File: config.mk
export PLATFORM = sky130hd
export DESIGN_NAME = fetch_pc_stage
export DESIGN_NICKNAME = d
export VERILOG_FILES = /design/src/rtl/fetch_pc_stage_pkg.sv /design/src/rtl/pc_next_mux.sv /design/src/rtl/fetch_pc_stage.sv
export SDC_FILE = /design/constraint.sdc
export NUM_CORES = 1
export LEC_CHECK = 0
export ABC_AREA = 1
export CAP_MARGIN = 0
export CORE_ASPECT_RATIO = 1.5
export CORE_MARGIN = 2
export CORE_UTILIZATION = 40
export CTS_CLUSTER_DIAMETER = 60
export DETAILED_ROUTE_END_ITERATION = 16
export GPL_TIMING_DRIVEN = 0
export PLACE_DENSITY_LB_ADDON = 0.3
export SYNTH_ARGS = -nofsm -noshare
export SYNTH_HDL_FRONTEND = slang
export SYNTH_SLANG_ARGS = --single-unit
File: constraint.sdc
create_clock -name i_clk -period 1.5 [get_ports i_clk]
set_clock_uncertainty 0.05 [all_clocks]
set_input_delay 0.15 -clock i_clk [delete_from_list [all_inputs] [get_ports i_clk]]
set_output_delay 0.15 -clock i_clk [all_outputs]
set_load 0.01 [all_outputs]
File: src/rtl/fetch_pc_stage_pkg.sv
// Shared definitions for the fetch PC stage: FSM encoding and datapath constants.
package fetch_pc_stage_pkg;

  // Fetch runs until it sees the halt word; only reset leaves StHalt.
  typedef enum logic {
    StRun  = 1'b0,
    StHalt = 1'b1
  } fetch_state_e;

  // Sequential fetch stride in bytes.
  localparam int unsigned PcIncr = 4;

  // Instruction word (and pc4 value) loaded into IF/ID on a flush; doubles as NOP.
  localparam int unsigned FlushWord = 0;

endpackage

File: src/rtl/pc_next_mux.sv
// Next-PC selection for the fetch stage: branch > jump > stall hold > sequential.
// Purely combinational; the PC register itself lives in fetch_pc_stage.
module pc_next_mux
  import fetch_pc_stage_pkg::*;
#(
  parameter int unsigned NBITS = 32
) (
  input  logic [NBITS-1:0] i_pc,
  input  logic             i_pcSrc,
  input  logic [NBITS-1:0] i_branch_addr,
  input  logic             i_jump,
  input  logic [NBITS-1:0] i_jump_addr,
  input  logic             i_stall,
  output logic [NBITS-1:0] o_pc_next,
  output logic [NBITS-1:0] o_pc_plus4,
  output logic             o_redirect
);

  // Clears the two byte-offset bits so every target is word aligned.
  localparam logic [NBITS-1:0] AlignMask = {{(NBITS-2){1'b1}}, 2'b00};

  // Priority select of the next fetch address; PC+4 wraps naturally modulo 2^NBITS.
  always_comb begin
    o_pc_plus4 = i_pc + NBITS'(PcIncr);
    o_redirect = i_pcSrc | i_jump;
    o_pc_next  = o_pc_plus4;
    if (i_pcSrc) begin
      o_pc_next = i_branch_addr & AlignMask;
    end else if (i_jump) begin
      o_pc_next = i_jump_addr & AlignMask;
    end else if (i_stall) begin
      o_pc_next = i_pc;
    end
  end

endmodule

File: src/rtl/fetch_pc_stage.sv
// Instruction fetch stage: PC register, IF/ID pipeline register and RUN/HALT control.
// Optional build macro FETCH_STEP_EN adds i_step, letting the debug unit single-step
// fetch while i_enable is low.
module fetch_pc_stage
  import fetch_pc_stage_pkg::*;
#(
  parameter int unsigned      NBITS     = 32,
  parameter logic [NBITS-1:0] RESET_PC  = '0,
  parameter logic [NBITS-1:0] HALT_WORD = 32'hFFFF_FFFF
) (
  input  logic             i_clk,
  input  logic             i_rst_n,
  input  logic             i_enable,
`ifdef FETCH_STEP_EN
  input  logic             i_step,
`endif
  input  logic             i_stall,
  input  logic             i_pcSrc,
  input  logic [NBITS-1:0] i_branch_addr,
  input  logic             i_jump,
  input  logic [NBITS-1:0] i_jump_addr,
  input  logic [NBITS-1:0] i_instr,
  output logic [NBITS-1:0] o_pc,
  output logic [NBITS-1:0] o_if_id_pc4,
  output logic [NBITS-1:0] o_if_id_instr,
  output logic             o_if_id_valid,
  output logic             o_halted
);

  localparam logic [NBITS-1:0] FlushVal = NBITS'(FlushWord);

  fetch_state_e     state_q, state_d;
  logic [NBITS-1:0] pc_q, pc_d;
  logic [NBITS-1:0] pc4_q, pc4_d;
  logic [NBITS-1:0] instr_q, instr_d;
  logic             valid_q, valid_d;

  logic [NBITS-1:0] pc_next;
  logic [NBITS-1:0] pc_plus4;
  logic             redirect;
  logic             run_gate;
  logic             advance;

  pc_next_mux #(
    .NBITS (NBITS)
  ) u_pc_next_mux (
    .i_pc          (pc_q),
    .i_pcSrc       (i_pcSrc),
    .i_branch_addr (i_branch_addr),
    .i_jump        (i_jump),
    .i_jump_addr   (i_jump_addr),
    .i_stall       (i_stall),
    .o_pc_next     (pc_next),
    .o_pc_plus4    (pc_plus4),
    .o_redirect    (redirect)
  );

  // Run gate: debug enable, or a single-step pulse when stepping is built in.
`ifdef FETCH_STEP_EN
  assign run_gate = i_enable | i_step;
`else
  assign run_gate = i_enable;
`endif

  assign advance = run_gate && (state_q == StRun);

  // Next-state for PC, IF/ID and fetch FSM; everything holds unless this is an advance cycle.
  always_comb begin
    state_d = state_q;
    pc_d    = pc_q;
    pc4_d   = pc4_q;
    instr_d = instr_q;
    valid_d = valid_q;

    if (advance) begin
      if (redirect) begin
        // Redirect wins over stall: the wrong-path instruction becomes a bubble.
        pc_d    = pc_next;
        pc4_d   = FlushVal;
        instr_d = FlushVal;
        valid_d = 1'b0;
      end else if (i_stall) begin
        // Load-use stall: PC and IF/ID hold as they are.
        pc_d = pc_q;
      end else begin
        pc4_d   = pc_plus4;
        instr_d = i_instr;
        valid_d = 1'b1;
        if (i_instr == HALT_WORD) begin
          // Halt word still enters IF/ID, but fetch parks on its address.
          state_d = StHalt;
          pc_d    = pc_q;
        end else begin
          pc_d = pc_next;
        end
      end
    end
  end

  // State registers with asynchronous active-low reset.
  always_ff @(posedge i_clk or negedge i_rst_n) begin
    if (!i_rst_n) begin
      state_q <= StRun;
      pc_q    <= RESET_PC;
      pc4_q   <= FlushVal;
      instr_q <= FlushVal;
      valid_q <= 1'b0;
    end else begin
      state_q <= state_d;
      pc_q    <= pc_d;
      pc4_q   <= pc4_d;
      instr_q <= instr_d;
      valid_q <= valid_d;
    end
  end

  // Outputs come straight from registers.
  always_comb begin
    o_pc          = pc_q;
    o_if_id_pc4   = pc4_q;
    o_if_id_instr = instr_q;
    o_if_id_valid = valid_q;
    o_halted      = (state_q == StHalt);
  end

endmodule
After elaboration in Yosys (flattened, before gate mapping)
Cells that the tools add are included.
{"block": "totals", "ff_bits": 98, "out_inout_bits": 98, "inputBits": 102, "word_cells": 29}
{"block": "op_classes", "n_addsub": 1, "n_reduce_logical": 4, "n_bitwise": 4, "n_eq_ne": 3, "n_mux": 12}
{"operator": "$mux W32", "count": 10}
{"operator": "$add A32 B3 Y32 const B", "count": 1}
{"operator": "$eq A32 B32 Y1 const B", "count": 1}
{"operator": "$reduce_and A4 Y1", "count": 1}
{"operator": "$not A1 Y1", "count": 3}
{"operator": "$reduce_and A3 Y1", "count": 1}
{"operator": "$mux W1", "count": 2}
{"operator": "$ne A2 B1 Y1 const B", "count": 1}
{"operator": "$ne A2 B2 Y1 const B", "count": 1}
{"operator": "$reduce_and A2 Y1", "count": 1}
{"operator": "$logic_and A1 B1 Y1", "count": 1}
{"operator": "$or A1 B1 Y1", "count": 1}

Logic depth before layout (Yosys ltp)
{"block": "depth", "depth_word": 7, "depth_mapped": 10, "depth_no_buf": 10}

Modules after synthesis
A second synthesis with hierarchy kept.
{"block": "unflattened", "hier_cells": 855, "hier_area_um2": 5900.7}
{"mod": "fetch_pc_stage", "cells_each": 454, "n_inst": 1, "seq_area_each_um2": 2452.4, "area_each_um2": 4046.4}
{"mod": "pc_next_mux", "cells_each": 401, "n_inst": 1, "seq_area_each_um2": 0.0, "area_each_um2": 1854.3}

Worst setup path after synthesis
No wires, ideal clock.
{"block": "synth_path", "kind": "reg2reg", "from": "register pc_q[2] (netlist: o_pc[2])", "to": "register pc4_q[18] (netlist: o_if_id_pc4[18])", "stages_incl_launch_ff": 9, "arrival_ps": 1379, "period_less_slack_ps": 1563, "setup_ps": 134, "path_slack_ps": -63, "n_path_buf": 0, "required_ps": 1316, "path_cell_list": "dfrtp_1 > ha_1 > nand2_1 > nor2_4 > nand2_2 > nor2_2 > or2_2 > nand3_1 > o21ai_0"}
{"block": "synth_between", "elab_chain_len": 3}
{"item": "start: declaration", "line": "fetch_pc_stage.sv:33", "source": "logic [NBITS-1:0] pc_q, pc_d;"}
{"item": "start signal: assignment", "line": "fetch_pc_stage.sv:110", "source": "pc_q <= pc_d;"}
{"item": "$add A32 B3 Y32", "line": "pc_next_mux.sv:24", "source": "o_pc_plus4 = i_pc + NBITS'(PcIncr);"}
{"item": "$mux W32", "line": "fetch_pc_stage.sv:82", "source": "end else if (i_stall) begin"}
{"item": "$mux W32", "line": "fetch_pc_stage.sv:76", "source": "if (redirect) begin"}
{"item": "end signal: assignment", "line": "fetch_pc_stage.sv:105", "source": "pc4_q <= FlushVal;"}
{"item": "end signal: assignment", "line": "fetch_pc_stage.sv:111", "source": "pc4_q <= pc4_d;"}
{"item": "end: declaration", "line": "fetch_pc_stage.sv:34", "source": "logic [NBITS-1:0] pc4_q, pc4_d;"}
No other way between the ends. The select of a mux whose other input is x is not followed.
A chain may end at the register's enable or synchronous reset.

Worst setup path after layout
{"block": "layout_path", "from": "register pc_q[3] (netlist: o_pc[3])", "to": "register pc4_q[14] (netlist: o_if_id_pc4[14])"}
The elaborated chain is that of the path after synthesis.

==> flow_summary.ini <==
[yosys]
synthTopCellsByArea = dfrtp_1 47%, nand2_1 18%, nor2_1 6.5%
synth-compound-area-share_pct = 11.2
yosys.area_share.adder_pct = 0.246
synth.largest_area_cell = dfrtp_1
synth-xor-area-share_pct = 0.862
muxShareOfSynthArea_pct = 0
yosysTopAreaCellShare_pct = 46.8
ys_types = 33
yosysSeqAreaShare_pct = 46.8
synth_top_family_by_area = simple AND/OR/NAND/NOR gates
netlist_area_mm2 = 0.00508
synthSimpleGateAreaFrac_pct = 34.5
yosysWarnings = 0
avgSynthCellArea_um2 = 7.51
syn_inst = 676
synth-seq-cells = 95

[setup_path]
crit_type = flop to flop
worst_ep_arrival_time_ps = 1990
cp_top_family = simple AND/OR/NAND/NOR gates
crit_buf_inv = 2
crit_chain = ha_2 > nand2_2 > nor2_4 > buf_4 > inv_2 > nor2_4 > xor2_1 > nand2_1 > o21ai_1
cpPeakStageDelay_ps = 400
r2r-start = o_pc[3]
worstReg2RegEnd = o_if_id_pc4[14]
path_common_cell = nor2_4
startpoint_type = flop
critPathSlowestCell = dfrtp_1
path_max_fanout = 4
end_kind = flop
reg2reg_depth = 9
r2r_setup_slack_ps = -270
cp.required_ps = 1720

[pwr]
p_sw_mw = 1.28
p_sw_share_pct = 23.4
power_frac_comb_pct = 9.4
internal-power_mw = 4.20
p_clk_share_pct = 43.9
irDropWorstVdd_mv = 0.495
power_leakage_nw = 4.05
powerDensity_mw_per_mm2 = 660
total_power_mw = 5.48
p_seq_share_pct = 46.7

[timing]
worstMarginPinSlew_ps = 744
max-slew-margin-rel_pct = 50.4
worst_slack_ps = -274
rsz0062_at_grt = true
max_freq_mhz = 564
maxSlewViolCount = 0
period_needed_ps = 1770
hold_viol = 0
timing.setup.tns_ps = -7340
setup_viol = 58
finalCritPeriodShare_pct = 118

[detailed_routing]
drt_pass1_iterations = 7
vias = 5553
drtIter0Drc = 230
viasPerCell = 5.13
drc = 0
wl_per_cell_um = 17.0
antenna_left = 0
wl_mm = 18.4

[clock_network]
clk_path_buf_depth = 2
clock-sinks = 95
clk_pin_slew_worst_paths_ps = 70
cts-root-buf = clkbuf_16
tritoncts = built
htree_levels = 3
clock_latency_ps = 340
cts_buffers = 9

[cells_and_area]
synthToLayoutAreaGrowth_pct = 63.6
final_net_count = 1024
layout-drive-gt1-share_pct = 22.5
diodes = 0
fill_cells = 1083

[placed_design]
hpwlAfterDp_mm = 12.9
gp_congestion = 0.891
port-buffer-count = 192

[global_route]
grt-ovfl-total = 0
grt_usage_pct = 26.2
first_global_vias = 5503
antenna_found_initial = 0
grt_pass1_wl_mm = 27.3
grt_max_degree = 53

[worst_hold_path]
holdPathEnd = o_if_id_instr[3]
holdCritPathClass = input port to flop
hp-start = i_instr[3]
hold_depth = 3

[die]
dieArea_mm2 = 0.0136
die_h_um = 142
coreArea_mm2 = 0.0124
die_x_um = 96.0
initial_utilization_pct = 40.8
pin_count = 200
row_count = 50

[run]
maxCapViolCount = 0

[outcome]
status = finished, violations left
violations = setup timing
[sequential cells by signal (all words and copies together) (netlist names)]
signal,count
o_if_id_valid,1
o_pc,30
o_if_id_pc4,31
o_halted,1
o_if_id_instr,32
[layer usage]
layer  share of wire, %  vias up  wire, um  global-route usage [%]
li1                   -     2671         -                       -
met1                 37     2616      6800                    29.6
met2                 53      227      9690                    46.6
met3                7.7       39      1430                    6.94
met4                2.8        0       524                    9.02
met5                  0        -         0                       0
[cell type report]
cell class	instances	area, um^2	share of cell area (%)
well taps	156	195	2.35
plain buffers	32	205	2.47
inverters	32	133	1.60
clock buffers	11	243	2.92
multi-input cells	516	2760	33.2
flip-flops and latches	95	2390	28.8
clock inverters	5	65.1	0.783
repair buffers	235	2310	27.8
[worst max-delay path by stage]
stage / startpoint / slack [ps] / endpoint / cells past startpoint
detailed placement: i_jump / -570 / o_if_id_pc4[28] / 6
finish: o_pc[3] / -270 / o_if_id_pc4[14] / 9
global placement: i_rst_n / -3360 / o_if_id_instr[5] / 1
CTS: o_pc[3] / -220 / o_pc[20] / 10
global route: o_pc[3] / -360 / o_if_id_pc4[14] / 9
floorplan: o_pc[3] / -30 / o_if_id_pc4[16] / 8
[placed cells by master (no fill, tap or decap), types with 3 or more instances in the layout]
master and instances:
clkbuf_16 9, nand3_1 48, a21oi_2 20, buf_4 40, buf_6 10, clkbuf_1 7, clkdlybuf4s50_1 128, nand2_4 6
nand4_1 3, dfrtp_1 82, dlygate4sd2_1 47, nand3b_1 4, nor2_2 14, dfrtp_2 13, o21ai_1 21, nand3_2 14
a22o_1 21, buf_2 7, o21ai_2 13, a21oi_1 7, xor2_1 5, dlymetal6s2s_1 15, nand2_1 220, inv_1 26
nor2_1 69, or2_4 4, nand2_2 17, o21ai_0 5, clkbuf_2 4, inv_2 3, nor2_4 14
[synthesized netlist by cell type]
cell type and n:
inv_1 29, conb_1 1, o21ai_1 4, inv_2 1, nand2_4 1, nand3b_1 4
or2_2 5, buf_4 5, nor2_4 2, a21oi_1 27, nor2_1 88, buf_1 2
a22oi_1 1, nand3_1 62, a22o_1 21, o21ai_0 29, xor2_1 5, buf_2 7
o21ai_2 6, dfrtp_1 95, nand2_1 240, nand3_2 1, clkbuf_1 15, buf_6 5
and2_1 2, ha_1 1, nand2_2 2, o31ai_1 1, inv_4 2, nand4_1 3
nor2_8 1, nor2_2 7, a21oi_4 1
[metrics by stage]
stage / worst slack [ps] / area (um^2) / std cells / hold slack [ps] / util (%)
final: -274 / 8310 / 1082 / 17.8 / 66.7
after global routing: -362 / 8310 / 1082 / 30.6 / 66.7
after CTS: -215 / 7970 / 1072 / 116 / 64.1
after detailed placement: -570 / 7230 / 1026 / 188 / 58.1
after global placement: -3360 / 7210 / 1025 / 411 / 57.9
after floorplan: -30.8 / 5090 / 677 / -196 / -
[power groups by stage]
| stage | clock, mW | combinational, mW | sequential [mW] |
|---|---|---|---|
| floorplan | 0 | 0.138 | 2.61 |
| global placement | 0 | 0.507 | 2.61 |
| detailed placement | 0 | 0.518 | 2.61 |
| CTS | 2.44 | 0.510 | 2.56 |
| finish | 2.41 | 0.515 | 2.56 |
| global route | 2.51 | 0.562 | 2.56 |
[timing repair]
action                                 CTS  global route
setup buffers                           28            12
pin swaps                               42            49
resized for setup                      141            99
hold buffers                             1             0
setup endpoints to repair              124           102
gates cloned                             1             0
endpoints found under the hold margin   51             0
[cell families after synthesis]
family | after synthesis
AO/OA/AOI/OAI | 90
XOR/XNOR | 5
adder cells (fa/ha/maj) | 1
buffers and inverters | 66
flip-flops | 95
other | 1
AND/OR/NAND/NOR | 418
[tightest hold or removal path: stages]
cell            delay (ps)
dlymetal6s2s_1         100
nand3_1                 80
nand2_1                 60
(Power assumes the default switching activity.)
